`src/rtl/fifo_ctrl_mc.sv`:
```
// ---------------------------------------------------------------------------
// fifo_ctrl_mc
//
// Pointer and status controller for NUM_CH independent FIFOs that share a
// banked dual-port memory. Each channel keeps its own write/read pointer,
// occupancy count, status flags and sticky error bits. Accept strobes are
// combinational so the memory can write at wr_ptr / read at rd_ptr in the
// same cycle the request is granted. Non-power-of-two depths are supported.
//
// Parameters
//   NUM_CH    number of independent channels
//   MEM_SIZE  entries per channel (>= 2)
//   WORD_SIZE data width of the attached memory (no data path here)
//   PTR_L     pointer width, 2**PTR_L >= MEM_SIZE
//   CNT_L     count width,   2**CNT_L >  MEM_SIZE
//
// Ports (channel c always uses bit c / slice c of every vector)
//   clk, reset_L        clock (rising edge), async active-low reset
//   fifo_wr, fifo_rd    per-channel write / read requests
//   af_thr, ae_thr      shared almost-full / almost-empty thresholds
//   err_clr             clears all sticky error bits
//   push, pop           accepted write / read strobes (combinational)
//   wr_ptr, rd_ptr      pointers, channel c at [c*PTR_L +: PTR_L]
//   count               occupancy, channel c at [c*CNT_L +: CNT_L]
//   fifo_empty/full     count == 0 / count == MEM_SIZE
//   almost_empty/full   count <= ae_thr / count >= af_thr
//   err_ovf, err_udf    sticky: write rejected / read rejected
//
// Build option
//   RD_BYPASS_EN  when defined, a read on an empty channel is accepted if a
//                 write arrives in the same cycle (memory forwards the data).
// ---------------------------------------------------------------------------
module fifo_ctrl_mc #(
  parameter int NUM_CH    = 4,
  parameter int MEM_SIZE  = 4,
  parameter int WORD_SIZE = 6,
  parameter int PTR_L     = 2,
  parameter int CNT_L     = 3
) (
  input  logic                      clk,
  input  logic                      reset_L,
  input  logic [NUM_CH-1:0]         fifo_wr,
  input  logic [NUM_CH-1:0]         fifo_rd,
  input  logic [CNT_L-1:0]          af_thr,
  input  logic [CNT_L-1:0]          ae_thr,
  input  logic                      err_clr,
  output logic [NUM_CH-1:0]         push,
  output logic [NUM_CH-1:0]         pop,
  output logic [NUM_CH*PTR_L-1:0]   wr_ptr,
  output logic [NUM_CH*PTR_L-1:0]   rd_ptr,
  output logic [NUM_CH*CNT_L-1:0]   count,
  output logic [NUM_CH-1:0]         fifo_empty,
  output logic [NUM_CH-1:0]         fifo_full,
  output logic [NUM_CH-1:0]         almost_empty,
  output logic [NUM_CH-1:0]         almost_full,
  output logic [NUM_CH-1:0]         err_ovf,
  output logic [NUM_CH-1:0]         err_udf
);

  // Elaboration-time sanity checks on the sizing parameters.
  if (MEM_SIZE < 2)                $error("fifo_ctrl_mc: MEM_SIZE must be >= 2");
  if ((1 << PTR_L) < MEM_SIZE)     $error("fifo_ctrl_mc: PTR_L too small for MEM_SIZE");
  if ((1 << CNT_L) <= MEM_SIZE)    $error("fifo_ctrl_mc: CNT_L too small for MEM_SIZE");
  if (WORD_SIZE < 1)               $error("fifo_ctrl_mc: WORD_SIZE must be >= 1");

  localparam logic [PTR_L-1:0] PTR_LAST = PTR_L'(MEM_SIZE - 1);
  localparam logic [CNT_L-1:0] CNT_FULL = CNT_L'(MEM_SIZE);

  logic [NUM_CH-1:0][PTR_L-1:0] wr_ptr_q, wr_ptr_d;
  logic [NUM_CH-1:0][PTR_L-1:0] rd_ptr_q, rd_ptr_d;
  logic [NUM_CH-1:0][CNT_L-1:0] count_q,  count_d;
  logic [NUM_CH-1:0]            err_ovf_q, err_ovf_d;
  logic [NUM_CH-1:0]            err_udf_q, err_udf_d;

  logic [NUM_CH-1:0] empty_c, full_c, push_c, pop_c;

  // NOTE: every signal written here is given a default at the top of the
  // block so no path leaves it unassigned; that keeps this purely
  // combinational and prevents latch inference.
  always_comb begin
    wr_ptr_d  = wr_ptr_q;
    rd_ptr_d  = rd_ptr_q;
    count_d   = count_q;
    err_ovf_d = err_clr ? '0 : err_ovf_q;
    err_udf_d = err_clr ? '0 : err_udf_q;
    empty_c   = '0;
    full_c    = '0;
    push_c    = '0;
    pop_c     = '0;

    for (int c = 0; c < NUM_CH; c++) begin
      empty_c[c] = (count_q[c] == '0);
      full_c[c]  = (count_q[c] == CNT_FULL);

      // Strobes are gated by reset_L so nothing is granted while reset is
      // held, even if requests stay active through the reset.
`ifdef RD_BYPASS_EN
      pop_c[c]  = reset_L & fifo_rd[c] & (~empty_c[c] | fifo_wr[c]);
`else
      pop_c[c]  = reset_L & fifo_rd[c] & ~empty_c[c];
`endif
      // A full channel still accepts a write when a read frees a slot.
      push_c[c] = reset_L & fifo_wr[c] & (~full_c[c] | pop_c[c]);

      if (push_c[c])
        wr_ptr_d[c] = (wr_ptr_q[c] == PTR_LAST) ? '0 : wr_ptr_q[c] + PTR_L'(1);
      if (pop_c[c])
        rd_ptr_d[c] = (rd_ptr_q[c] == PTR_LAST) ? '0 : rd_ptr_q[c] + PTR_L'(1);

      unique case ({push_c[c], pop_c[c]})
        2'b10:   count_d[c] = count_q[c] + CNT_L'(1);
        2'b01:   count_d[c] = count_q[c] - CNT_L'(1);
        default: count_d[c] = count_q[c];
      endcase

      // New errors are OR-ed after the clear so a set wins over err_clr.
      if (fifo_wr[c] & ~push_c[c]) err_ovf_d[c] = 1'b1;
      if (fifo_rd[c] & ~pop_c[c])  err_udf_d[c] = 1'b1;
    end
  end

  // NOTE: state registers use non-blocking assignments so every flop samples
  // the pre-edge value of its inputs regardless of statement order.
  always_ff @(posedge clk or negedge reset_L) begin
    if (!reset_L) begin
      wr_ptr_q  <= '0;
      rd_ptr_q  <= '0;
      count_q   <= '0;
      err_ovf_q <= '0;
      err_udf_q <= '0;
    end else begin
      wr_ptr_q  <= wr_ptr_d;
      rd_ptr_q  <= rd_ptr_d;
      count_q   <= count_d;
      err_ovf_q <= err_ovf_d;
      err_udf_q <= err_udf_d;
    end
  end

  // Flags decode the registered count, so they follow a strobe by one cycle.
  always_comb begin
    almost_empty = '0;
    almost_full  = '0;
    for (int c = 0; c < NUM_CH; c++) begin
      almost_empty[c] = (count_q[c] <= ae_thr);
      almost_full[c]  = (count_q[c] >= af_thr);
    end
  end

  assign push       = push_c;
  assign pop        = pop_c;
  assign wr_ptr     = wr_ptr_q;
  assign rd_ptr     = rd_ptr_q;
  assign count      = count_q;
  assign fifo_empty = empty_c;
  assign fifo_full  = full_c;
  assign err_ovf    = err_ovf_q;
  assign err_udf    = err_udf_q;

endmodule

```
`config.mk`:
```
export PLATFORM = sky130hd
export DESIGN_NAME = fifo_ctrl_mc
export DESIGN_NICKNAME = d
export VERILOG_FILES = /design/src/rtl/fifo_ctrl_mc.sv
export SDC_FILE = /design/constraint.sdc
export NUM_CORES = 1
export LEC_CHECK = 0
export ABC_AREA = 1
export BUFFER_PORTS_ARGS = -buffer_cell sky130_fd_sc_hd__buf_2
export CAP_MARGIN = 5
export CORE_ASPECT_RATIO = 0.8
export CORE_UTILIZATION = 30
export CTS_CLUSTER_DIAMETER = 60
export DETAILED_ROUTE_END_ITERATION = 12
export GPL_ROUTABILITY_DRIVEN = 0
export HOLD_SLACK_MARGIN = 0.05
export PLACE_DENSITY_LB_ADDON = 0.25
export SETUP_SLACK_MARGIN = 0.2
export SYNTH_ARGS = -nofsm -noshare
export SYNTH_HDL_FRONTEND = slang
export SYNTH_SLANG_ARGS = --single-unit
```
`constraint.sdc`:
```
create_clock -name clk -period 2.1 [get_ports clk]
set_input_delay 0.42 -clock clk [delete_from_list [all_inputs] [get_ports clk]]
set_output_delay 0.42 -clock clk [all_outputs]
set_load 0.01 [all_outputs]
```
Word level (Yosys, flattened, before mapping):

Cells that the tools add are included.

* bits in registers: 36
* input bits: 17
* output and inout port bits: 60
* logic and storage cells: 145

* $add $sub $neg: 16
* magnitude comparators: 8
* eq/ne operators: 20
* muxes and demuxes: 21
* bitwise operators: 44
* reduce and logical (&&, ||, !) cells: 16

Operator list (number)
* $and 1x1->1: 24
* $eq 2x2->1 const B: 12
* $pmux 3 s2: 4
* $reduce_bool 2->1: 12
* $add 2x1->2 const B: 8
* $mux 2: 8
* $not 1->1: 16
* $add 3x1->3 const B: 4
* $eq 3x3->1 const B: 4
* $ge 3x3->1: 4
* $le 3x3->1: 4
* $logic_not 3->1: 4
* $sub 3x1->3 const B: 4
* $eq 2x1->1 const B: 4
* $mux 1: 8
* $mux 4: 1
* $or 1x1->1: 4

Logic depth before layout (Yosys ltp):

Gate-level depths: netlist of run 1.

* word-level depth: 8
* mapped depth: 12
* mapped depth without buffers: 11

Worst setup path before layout of run 1:

OpenSTA, ideal clock, no wires.

* path type: register to register
* from: register count_q, in the netlist count[3]
* to: register count_q, in the netlist count[5]
* setup time: 0.131 ns
* data arrival time: 1.891 ns
* data required time: 1.969 ns
* path slack: 0.078 ns
* cell stages (with the launch flop): 10
* buffers on the path: 0
* period minus slack after synthesis: 2.022 ns
* path through: dfrtp_1 nor3_2 nand2_2 nand3_2 ha_1 inv_1 fa_1 a21oi_1 o21ai_0 xor2_1

* elaborated cells between the ends (all ways): 13
* those cells by class: 2 x add/sub; 3 x eq/ne; 1 x mux; 5 x bitwise; 2 x reduce/logical

RTL lines
* start: declaration: line 71 `logic [NUM_CH-1:0][CNT_L-1:0] count_q, count_d;`
* start signal: assignment: line 134 `count_q <= count_d;`
* $eq 3x3->1 (*): line 93 `full_c[c] = (count_q[c] == CNT_FULL);`
* via fifo_full[1]: line 53 `output logic [NUM_CH-1:0] fifo_full,`
* $not 1->1 (*): line 103 `push_c[c] = reset_L & fifo_wr[c] & (~full_c[c] | pop_c[c]);`
* $or 1x1->1 (*): line 103
* $and 1x1->1 (*): line 103
* $eq 2x1->1 / $eq 2x2->1 (equally long branches): line 110 `unique case ({push_c[c], pop_c[c]})`
* $pmux 3 s2 / $reduce_bool 2->1 (equally long branches)

Mark *: on every way through the listed nets, which the timed path passes. The rest lies on a longest branch.
A chain may end at the register's enable or synchronous reset.

Final worst setup path of run 1:

* from: register count_q, in the netlist count[4]
* to: output port almost_empty[1]

* longest elaborated chain between the ends: 1

RTL lines
* $le 3x3->1: line 145 `almost_empty[c] = (count_q[c] <= ae_thr);`
* end: declaration: line 54 `output logic [NUM_CH-1:0] almost_empty,`

Every way passes these cells.

==> results of run 1 <==
-- routing by layer --
| metal | track usage (%) | up-vias | part of all wire (%) |
|---|---|---|---|
| li1 | - | 1172 | - |
| met1 | 18.8 | 1010 | 51 |
| met2 | 23.4 | 40 | 44 |
| met3 | 3.75 | 5 | 4.1 |
| met4 | 3.51 | 0 | 0.96 |
| met5 | 0 | - | 0 |
-- layout by cell type, fill, tap and decap left out, drive strengths merged, types with 5 or more instances in the layout --
| cell type | count |
|---|---|
| buf | 105 |
| nand2 | 91 |
| inv | 50 |
| dfrtp | 36 |
| ha | 33 |
| nand3 | 24 |
| o21ai | 17 |
| a21oi | 9 |
| nand4 | 5 |
| clkbuf | 5 |
| nor2 | 5 |
-- worst paths after layout --
check                      depth (start not counted)                endpoint  slack, ps              startpoint
min reg2reg                                        2  err_udf[0]$_DFFE_PN0P_        480  err_udf[0]$_DFFE_PN0P_
max                                                5         almost_empty[1]        210    count[4]$_DFFE_PN0P_
max in group asynchronous                          2   rd_ptr[2]$_DFFE_PN0P_       1500                 reset_L
min in group clk                                   3  err_ovf[1]$_DFFE_PN0P_        380              fifo_wr[1]
max reg2reg                                       11    count[5]$_DFFE_PN0P_        230    count[4]$_DFFE_PN0P_
min                                                2   rd_ptr[3]$_DFFE_PN0P_         90                 reset_L
-- sequential cells by signal (all words and copies together), names as in the netlist --
name,count
count,12
rd_ptr,8
wr_ptr,8
err_ovf,4
err_udf,4
-- what timing repair did --
item / in CTS / in global routing
gates resized for setup: 6 / 20
hold buffers: 1 / 0
pin swaps: 2 / 1
cloned: 0 / 0
setup endpoints to repair: 10 / 14
buffers inserted: 11 / 11
hold endpoints to repair: 1 / 0
-- kinds of logic (layout without fill, tap and decap cells) --
| kind of cell | after synthesis | in the layout | synth area share, % |
|---|---|---|---|
| buffers and inverters | 51 | 164 | 8.27 |
| AOI/OAI and AO/OA | 37 | 37 | 8.67 |
| and+or+nand+nor | 126 | 126 | 24.9 |
| DFF | 36 | 36 | 36.1 |
| xor gates and xnor gates | 5 | 5 | 2.35 |
| adders and majority gates | 37 | 37 | 19.7 |
-- through the flow --
stage	worst slack [ps]	instance area, sq um	total power, mW
CTS	185	3290	4.59
floorplan	211	2510	2.89
global placement	183	3080	3.69
global route	116	3450	5.23
finish	212	3450	4.72
detailed placement	155	3080	3.78
-- final cells by class --
type                            instances  area (sq um)  area share [%]
Tap cell                              108           135            3.92
Multi-Input combinational cell        205          1460            42.4
Sequential cell                        36           911            26.4
Timing Repair Buffer                  106           631            18.3
Inverter                               50           200            5.80
Clock inverter                          3          42.5            1.23
Clock buffer                            5          68.8            1.99
-- critical path: cells and delay by family (launching register included) --
| family | cells | cell delay, ps |
|---|---|---|
| buffers and inverters | 1 | 140 |
| adder cells (fa/ha/maj) | 1 | 320 |
| AO/OA/AOI/OAI | 1 | 140 |
| flip-flops | 1 | 460 |
| AND/OR/NAND/NOR | 2 | 120 |
-- power by group through the flow --
stage               Clock, mW  Sequential, mW  Combinational (mW)
finish                  0.621            1.33                2.77
global route            0.688            1.39                3.15
CTS                     0.646            1.33                2.61
detailed placement          0            1.34                2.44
global placement            0            1.34                2.36
floorplan                   0            1.43                1.46
==> results.cfg, run 1 <==
[outcome]
outcome = finished clean

[drt]
ant_nets = 0
firstDrtPassIters = 6
drt-total-wl_mm = 5.82
vias = 2227
avgViaCountPerCell = 4.34
initialDrtViolationCount = 55
drc = 0
wl_per_cell_um = 11.3

[final_layout]
syn_to_final_growth_pct = 38.2
final_nets = 458
fillerInstances = 840
drive_gt1_share_pct = 43.0
num_antenna_cells = 0
fin_util_pct = 43.2
fin_cells = 513

[logic_synthesis]
synth_area_per_cell_sq_um = 8.55
ys.flop_type = dfrtp_1
synth_top_area_share_pct = 36.1
yosysMostFrequentCell = nand2_1
synthTopCellsByCount = 78 x nand2_1, 40 x inv_1, 36 x dfrtp_1
ys_types = 26
synth_edf_count = 0
yosysWarnings = 0
synth_area_sq_um = 2500
synth-seq-cells = 36
syn-num-nets = 346
synth_top_cell_by_area = dfrtp_1
async_flop_share_pct = 100
ys_top_cells_by_area = dfrtp_1 36%, ha_1 17%, nand2_1 12%, inv_1 6.0%, fa_1 3.2%
yosysSeqAreaShare_pct = 36.1
netlist_instances = 292

[timing]
rsz0062_at_grt = true
fmax_mhz = 530
tns_ps = 0
tightest_slew_ps = 365
fin_skew_ps = 9.64
post-route-period-util_pct = 89.9
hold_violations = 0
hold_slack_ps = 91.2
slew_violations = 0
post-route-min-period_ps = 1890
setup_viol = 0
slew_headroom_pct = 75.6

[power_and_ir_drop]
p_clk_share_pct = 13.2
seqPwrFrac_pct = 28.2
p_comb_share_pct = 58.7
p_switching_mw = 2.07
powerDensity_nw_per_um2 = 1370
cellLeakagePower_nw = 1.94
intPower_mw = 2.65
swShare_pct = 43.8
ir_drop_mv = 0.455

[global_route]
grt_first_pass_wirelength_mm = 9.94
grt_max_degree = 17
track_usage_pct = 14.3
grt_pass1_vias = 2131
grt_overflow_total = 0
antenna_found_initial = 0

[cts]
numCtsBuffers = 5
root_buffer = clkbuf_8
htreeDepth = 2
cts.clk_slew.worst_paths_ps = 80
clkLatencyLatePin_ps = 300
cts_max_path_buffers = 2
clkSinkCount = 36
cts_tree = done

[place]
dpl.hpwl_mm = 4.63
io_buffers = 76
dp.cells = 482

[die]
die_w_um = 104
initial_core_util_pct = 31.3
fp.dieH_um = 83.6
core_sq_um = 7980
rows = 29
dieArea_sq_um = 8700
ios = 77

[setup_path]
start_kind = flip-flop
crit_path_top_delay_cell = dfrtp_2
crit_chain = ha_1, nand2_1, o21ai_0, nand2_1, buf_2
crit_arrival_ps = 1470
critPathMaxFanout = 6
crit_required_ps = 1680
path_common_cell = nand2_1
crit_path_max_incr_delay_ps = 460
crit_path_end_kind = output port
path_class = reg -> out

[worst_hold_path]
min_path_type = in -> async

[job]
maxCapViolCount = 0
(Power assumes the default switching activity.)
==> run 2: changes to the inputs <==
--- a/config.mk
+++ b/config.mk
@@ -5,11 +5,11 @@
 export SDC_FILE = /design/constraint.sdc
 export NUM_CORES = 1
 export LEC_CHECK = 0
-export ABC_AREA = 1
 export BUFFER_PORTS_ARGS = -buffer_cell sky130_fd_sc_hd__buf_2
 export CAP_MARGIN = 5
 export CORE_ASPECT_RATIO = 0.8
 export CORE_UTILIZATION = 30
+export CTS_BUF_LIST = sky130_fd_sc_hd__clkbuf_4 sky130_fd_sc_hd__clkbuf_8
 export CTS_CLUSTER_DIAMETER = 60
 export DETAILED_ROUTE_END_ITERATION = 12
 export GPL_ROUTABILITY_DRIVEN = 0
==> run 2 against run 1 <==
The flow now finishes with violations (negative setup slack). Global-route usage up 1.7 points. Final cell count increased by 1.2%. Wire length rose by 24%. First-iteration DRC count shrank 27%. Final area up 16%. Synthesized cell count decreased by 3.1%. Total power increased by 13%. Synthesized area up 5.0%. Worst hold slack gained 28 ps. Largest cell class unchanged. Highest routed layer unchanged.
==> results.cfg, run 2 <==
[final_layout]
num_antenna_cells = 0
final_nets = 461
most-common-layout-cells = 71 x buf_2, 38 x buf_4, 33 x dfrtp_1
syn_to_final_growth_pct = 52.1
fillerInstances = 836
drive_gt1_share_pct = 50.6
fin_area_sq_um = 3990
top_register = count
largest_reg_flops = 12
layout_commonest_cell = buf_2

[setup_path]
crit_required_ps = 2310
path_class = reg -> reg
start_kind = flip-flop
crit_path_end_kind = flip-flop
critPathMaxFanout = 2
crit_arrival_ps = 2340

[job]
maxCapViolCount = 0

[die]
ios = 77
core_sq_um = 8480
initial_core_util_pct = 30.9
fp.dieH_um = 85.6
die_w_um = 107
rows = 30
dieArea_sq_um = 9120

[cts]
clkSinkCount = 36
clkLatencyLatePin_ps = 280
cts_tree = done
cts_max_path_buffers = 2
numCtsBuffers = 5
cts.clk_slew.worst_paths_ps = 80
htreeDepth = 2
root_buffer = clkbuf_8

[logic_synthesis]
yosysWarnings = 0
ys_top_cells_by_area = dfrtp_1 34%, ha_1 16%, inv_1 5.0%, mux2_2 4.7%, a21o_1 4.0%
netlist_instances = 283
syn-num-nets = 337
synth_top_cell_by_area = dfrtp_1
ys_types = 38
ys.flop_type = dfrtp_1
yosysSeqAreaShare_pct = 34.4
synth_edf_count = 0
synth-compound-area-share_pct = 16.1
synthAdderAreaFrac_pct = 18.8
async_flop_share_pct = 100
synth-seq-cells = 36
synthTopCellsByCount = 36 x dfrtp_1, 35 x inv_1, 33 x ha_1
synth-simple-area-share_pct = 14.7
synth_mux_area_share_pct = 6.63
synth_area_sq_um = 2620
yosysMostFrequentCell = dfrtp_1
synth_top_family_by_area = adder cells
synth_area_per_cell_sq_um = 9.27
synth_top_area_share_pct = 34.4
synth_xor_area_share_pct = 2.34

[drt]
firstDrtPassIters = 4
drt-total-wl_mm = 7.22
drc = 0
vias = 2463
ant_nets = 0
wl_per_cell_um = 13.9
initialDrtViolationCount = 40
avgViaCountPerCell = 4.75

[timing]
hold_slack_ps = 119
slew_violations = 0
post-route-period-util_pct = 101
slew_headroom_pct = 70.0
fmax_mhz = 470
setup_viol = 2
tightest_slew_ps = 448
tns_ps = -37.4
fin_skew_ps = 4.24
rsz0062_at_grt = true
hold_violations = 0
fin_ws_ps = -26.3
post-route-min-period_ps = 2130

[place]
io_buffers = 76
dpl.hpwl_mm = 5.20
place_area_sq_um = 3380
place_ws_ps = -253

[power_and_ir_drop]
cellLeakagePower_nw = 2.02
ir_drop_mv = 0.582
powerDensity_nw_per_um2 = 1340
finalPower_mw = 5.33

[global_route]
antenna_found_initial = 0
grt_pass1_vias = 2325
track_usage_pct = 16.1
grt_max_degree = 41
grt_first_pass_wirelength_mm = 11.6
grt_overflow_total = 0

[worst_hold_path]
min_path_type = in -> async

[outcome]
outcome = finished, violations left
violations = negative setup slack
run 2: per-stage QoR:
| stage | cells | utilization, % |
|---|---|---|
| finish | 519 | 47.0 |
| global route | 519 | 47.0 |
| CTS | 508 | 43.8 |
| detailed placement | 489 | 39.9 |
| global placement | 489 | 39.9 |
| floorplan | 283 | - |
run 2: cells by family after synthesis:
family	count (synthesis)
simple gates	75
compound gates	66
buf+inv	47
fa+ha+maj	37
flops	36
mux	15
xor+xnor	7
run 2: final cells by class:
| class | count | area (sq um) | area share, % |
|---|---|---|---|
| well taps | 112 | 140 | 3.51 |
| repair buffers | 129 | 883 | 22.1 |
| flip-flops and latches | 36 | 905 | 22.7 |
| multi-input cells | 200 | 1840 | 46.1 |
| clock buffers | 6 | 76.3 | 1.91 |
| inverters | 35 | 140 | 3.51 |
| clock inverters | 1 | 5.00 | 0.125 |
run 2: final timing paths:
kind	cells after the start	start	to	slack (ps)
worst max-delay path	9	count[3]$_DFFE_PN0P_	count[5]$_DFFE_PN0P_	-30
worst min-delay path	2	reset_L	rd_ptr[0]$_DFFE_PN0P_	120
worst max register to register	9	count[3]$_DFFE_PN0P_	count[5]$_DFFE_PN0P_	-30
worst min register to register	2	err_udf[1]$_DFFE_PN0P_	err_udf[1]$_DFFE_PN0P_	530
max in group asynchronous	3	reset_L	count[1]$_DFFE_PN0P_	1620
min in group clk	3	fifo_wr[1]	err_ovf[1]$_DFFE_PN0P_	370
run 2: where the power goes:
part           internal, mW  leakage [nW]  switching, mW
Clock                 0.239        0.0445          0.261
Sequential             1.00         0.420          0.246
Combinational          1.90          1.56           1.67
run 2: metal layers:
| layer | part of all wire (%) | wire length, um | vias to the layer above | global-route usage, % |
|---|---|---|---|---|
| met2 | 45 | 3270 | 47 | 26.1 |
| li1 | - | - | 1230 | - |
| met4 | 0.76 | 55 | 0 | 2.99 |
| met5 | 0 | 0 | - | 0 |
| met3 | 4.2 | 304 | 6 | 3.27 |
| met1 | 50 | 3590 | 1180 | 22.3 |
run 2: critical path, stage by stage (launching register included):
cell and delay (ps):
dfrtp_1 380, or4b_4 520, and3_4 200, inv_4 50
ha_4 120, inv_2 30, fa_2 340, xor2_1 140
nor2_1 110, xor2_1 150
run 2: timing repair:
action | in CTS | in global routing
buffers inserted | 12 | 11
hold buffers | 0 | 0
endpoints found under the setup margin | 21 | 25
resized for setup | 37 | 37
pin swaps | 13 | 19
==> run 3: changes to the inputs <==
--- a/config.mk
+++ b/config.mk
@@ -15,6 +15,7 @@
 export GPL_ROUTABILITY_DRIVEN = 0
 export HOLD_SLACK_MARGIN = 0.05
 export PLACE_DENSITY_LB_ADDON = 0.25
+export RECOVER_POWER = 25
 export SETUP_SLACK_MARGIN = 0.2
 export SYNTH_ARGS = -nofsm -noshare
 export SYNTH_HDL_FRONTEND = slang
==> run 3 against run 2 <==
The run still ends with negative setup slack left. Worst hold slack improved by 84 ps. Non-clock buffer count did not move. Via count rose by 0.12%. Sequential cell count did not move. Clock power barely moved. Critical path depth did not move. Fmax barely moved. Core utilization fell by 0.15 points. Combinational power barely moved. Critical path type unchanged. Largest cell class unchanged.
==> results.cfg, run 3 (synthesized netlist as in run 2, its figures left out) <==
[drt]
avgViaCountPerCell = 4.75
firstDrtPassIters = 4
drt-total-wl_mm = 7.23
ant_nets = 0
drc = 0
vias = 2466
wl_per_cell_um = 13.9
initialDrtViolationCount = 40

[die]
initial_core_util_pct = 30.9
ios = 77
die_w_um = 107
fp.dieH_um = 85.6
core_sq_um = 8480
dieArea_sq_um = 9120
rows = 30

[cts]
clkLatencyLatePin_ps = 280
cts_max_path_buffers = 2
clkSinkCount = 36
htreeDepth = 2
root_buffer = clkbuf_8
postCtsHoldBufs = 0
cts.clk_slew.worst_paths_ps = 80
cts_tree = done
numCtsBuffers = 5

[final_layout]
num_antenna_cells = 0
final_nets = 461
layout_commonest_cell = buf_2
largest_reg_flops = 12
most-common-layout-cells = 70 x buf_2, 35 x buf_4, 33 x dfrtp_1
fin_util_pct = 46.9
fillerInstances = 841
top_register = count
drive_gt1_share_pct = 49.6
syn_to_final_growth_pct = 51.7
fin_area_sq_um = 3980

[setup_path]
crit_path_top_delay_cell = or4b_4
critPathMaxFanout = 2
crit_path_max_incr_delay_ps = 520
path_common_cell = xor2_1
start_kind = flip-flop
crit_required_ps = 2310
crit_arrival_ps = 2340
crit_chain = or4b_4, and3_4, inv_4, ha_4, inv_2, fa_2, xor2_1, nor2_1, xor2_1
path_class = reg -> reg
crit_path_end_kind = flip-flop

[power_and_ir_drop]
finalPower_mw = 5.32
ir_drop_mv = 0.582
powerDensity_nw_per_um2 = 1340
cellLeakagePower_nw = 2.01

[global_route]
track_usage_pct = 16.1
grt_pass1_vias = 2325
antenna_found_initial = 0
grt_overflow_total = 0
grt_first_pass_wirelength_mm = 11.6
grt_max_degree = 41

[timing]
post-route-min-period_ps = 2130
fmax_mhz = 470
tns_ps = -37.7
post-route-period-util_pct = 101
rsz0062_at_grt = true
tightest_slew_ps = 448
slew_violations = 0
fin_skew_ps = 4.24
setup_viol = 2
fin_ws_ps = -26.3
hold_violations = 0
slew_headroom_pct = 69.9

[place]
dpl.hpwl_mm = 5.20
io_buffers = 76
place_area_sq_um = 3380

[worst_hold_path]
min_path_type = in -> async

[outcome]
violations = negative setup slack
outcome = finished, violations left

[job]
maxCapViolCount = 0
run 3: cell count changes in the layout (fill, tap and decap cells not counted):
cell	previous run	this run
buf_2	71	70
clkbuf_1	0	4
buf_4	38	35
run 3: area by class of cell:
cell class                      count  area [sq um]  area share (%)
Inverter                           35           140            3.52
Tap cell                          112           140            3.52
Clock inverter                      1          5.00           0.126
Sequential cell                    36           905            22.7
Timing Repair Buffer              129           871            21.9
Clock buffer                        6          76.3            1.92
Multi-Input combinational cell    200          1840            46.3
run 3: metal layers:
| metal | part of all wire, % | vias up | track usage [%] |
|---|---|---|---|
| met5 | 0 | - | 0 |
| met4 | 0.76 | 0 | 2.99 |
| met3 | 4.2 | 6 | 3.27 |
| met2 | 45 | 49 | 26.1 |
| met1 | 50 | 1181 | 22.3 |
| li1 | - | 1230 | - |
run 3: final timing paths:
kind / start / end / slack [ps] / cells past startpoint
setup / recovery: count[3]$_DFFE_PN0P_ / count[5]$_DFFE_PN0P_ / -30 / 9
hold / removal: reset_L / rd_ptr[0]$_DFFE_PN0P_ / 200 / 2
setup reg to reg: count[3]$_DFFE_PN0P_ / count[5]$_DFFE_PN0P_ / -30 / 9
hold reg to reg: err_udf[1]$_DFFE_PN0P_ / err_udf[1]$_DFFE_PN0P_ / 530 / 2
max in group asynchronous: reset_L / count[1]$_DFFE_PN0P_ / 1260 / 3
min in group clk: fifo_wr[1] / err_ovf[1]$_DFFE_PN0P_ / 370 / 3
run 3: critical path, delay by kind of cell (launching register included):
| kind | cells | cell delay (ps) |
|---|---|---|
| xor gates and xnor gates | 2 | 290 |
| adders and majority gates | 2 | 460 |
| buffers and inverters | 2 | 80 |
| DFF | 1 | 380 |
| and+or+nand+nor | 3 | 830 |
run 3: through the flow:
stage | hold WS, ps | setup WS (ps) | instances
6_report | 203 | -26.3 | 519
5_1_grt | 223 | -100 | 519
4_1_cts | 93.9 | -27.3 | 508
3_5_place_dp | 410 | -253 | 489
3_3_place_gp | 408 | -218 | 489
2_1_floorplan | 124 | -184 | 283
run 3: report_power, final:
group,total [mW],switching (mW),internal (mW)
Sequential,1.25,0.245,1.00
Combinational,3.57,1.67,1.90
Clock,0.501,0.262,0.239
Total,5.32,2.18,3.14
run 3: timing repair:
action                                 in CTS  in global routing
setup endpoints to repair                  21                 25
resized for setup                          37                 37
setup buffers                              12                 11
pin swaps                                  13                 19
endpoints found under the hold margin       0                  0
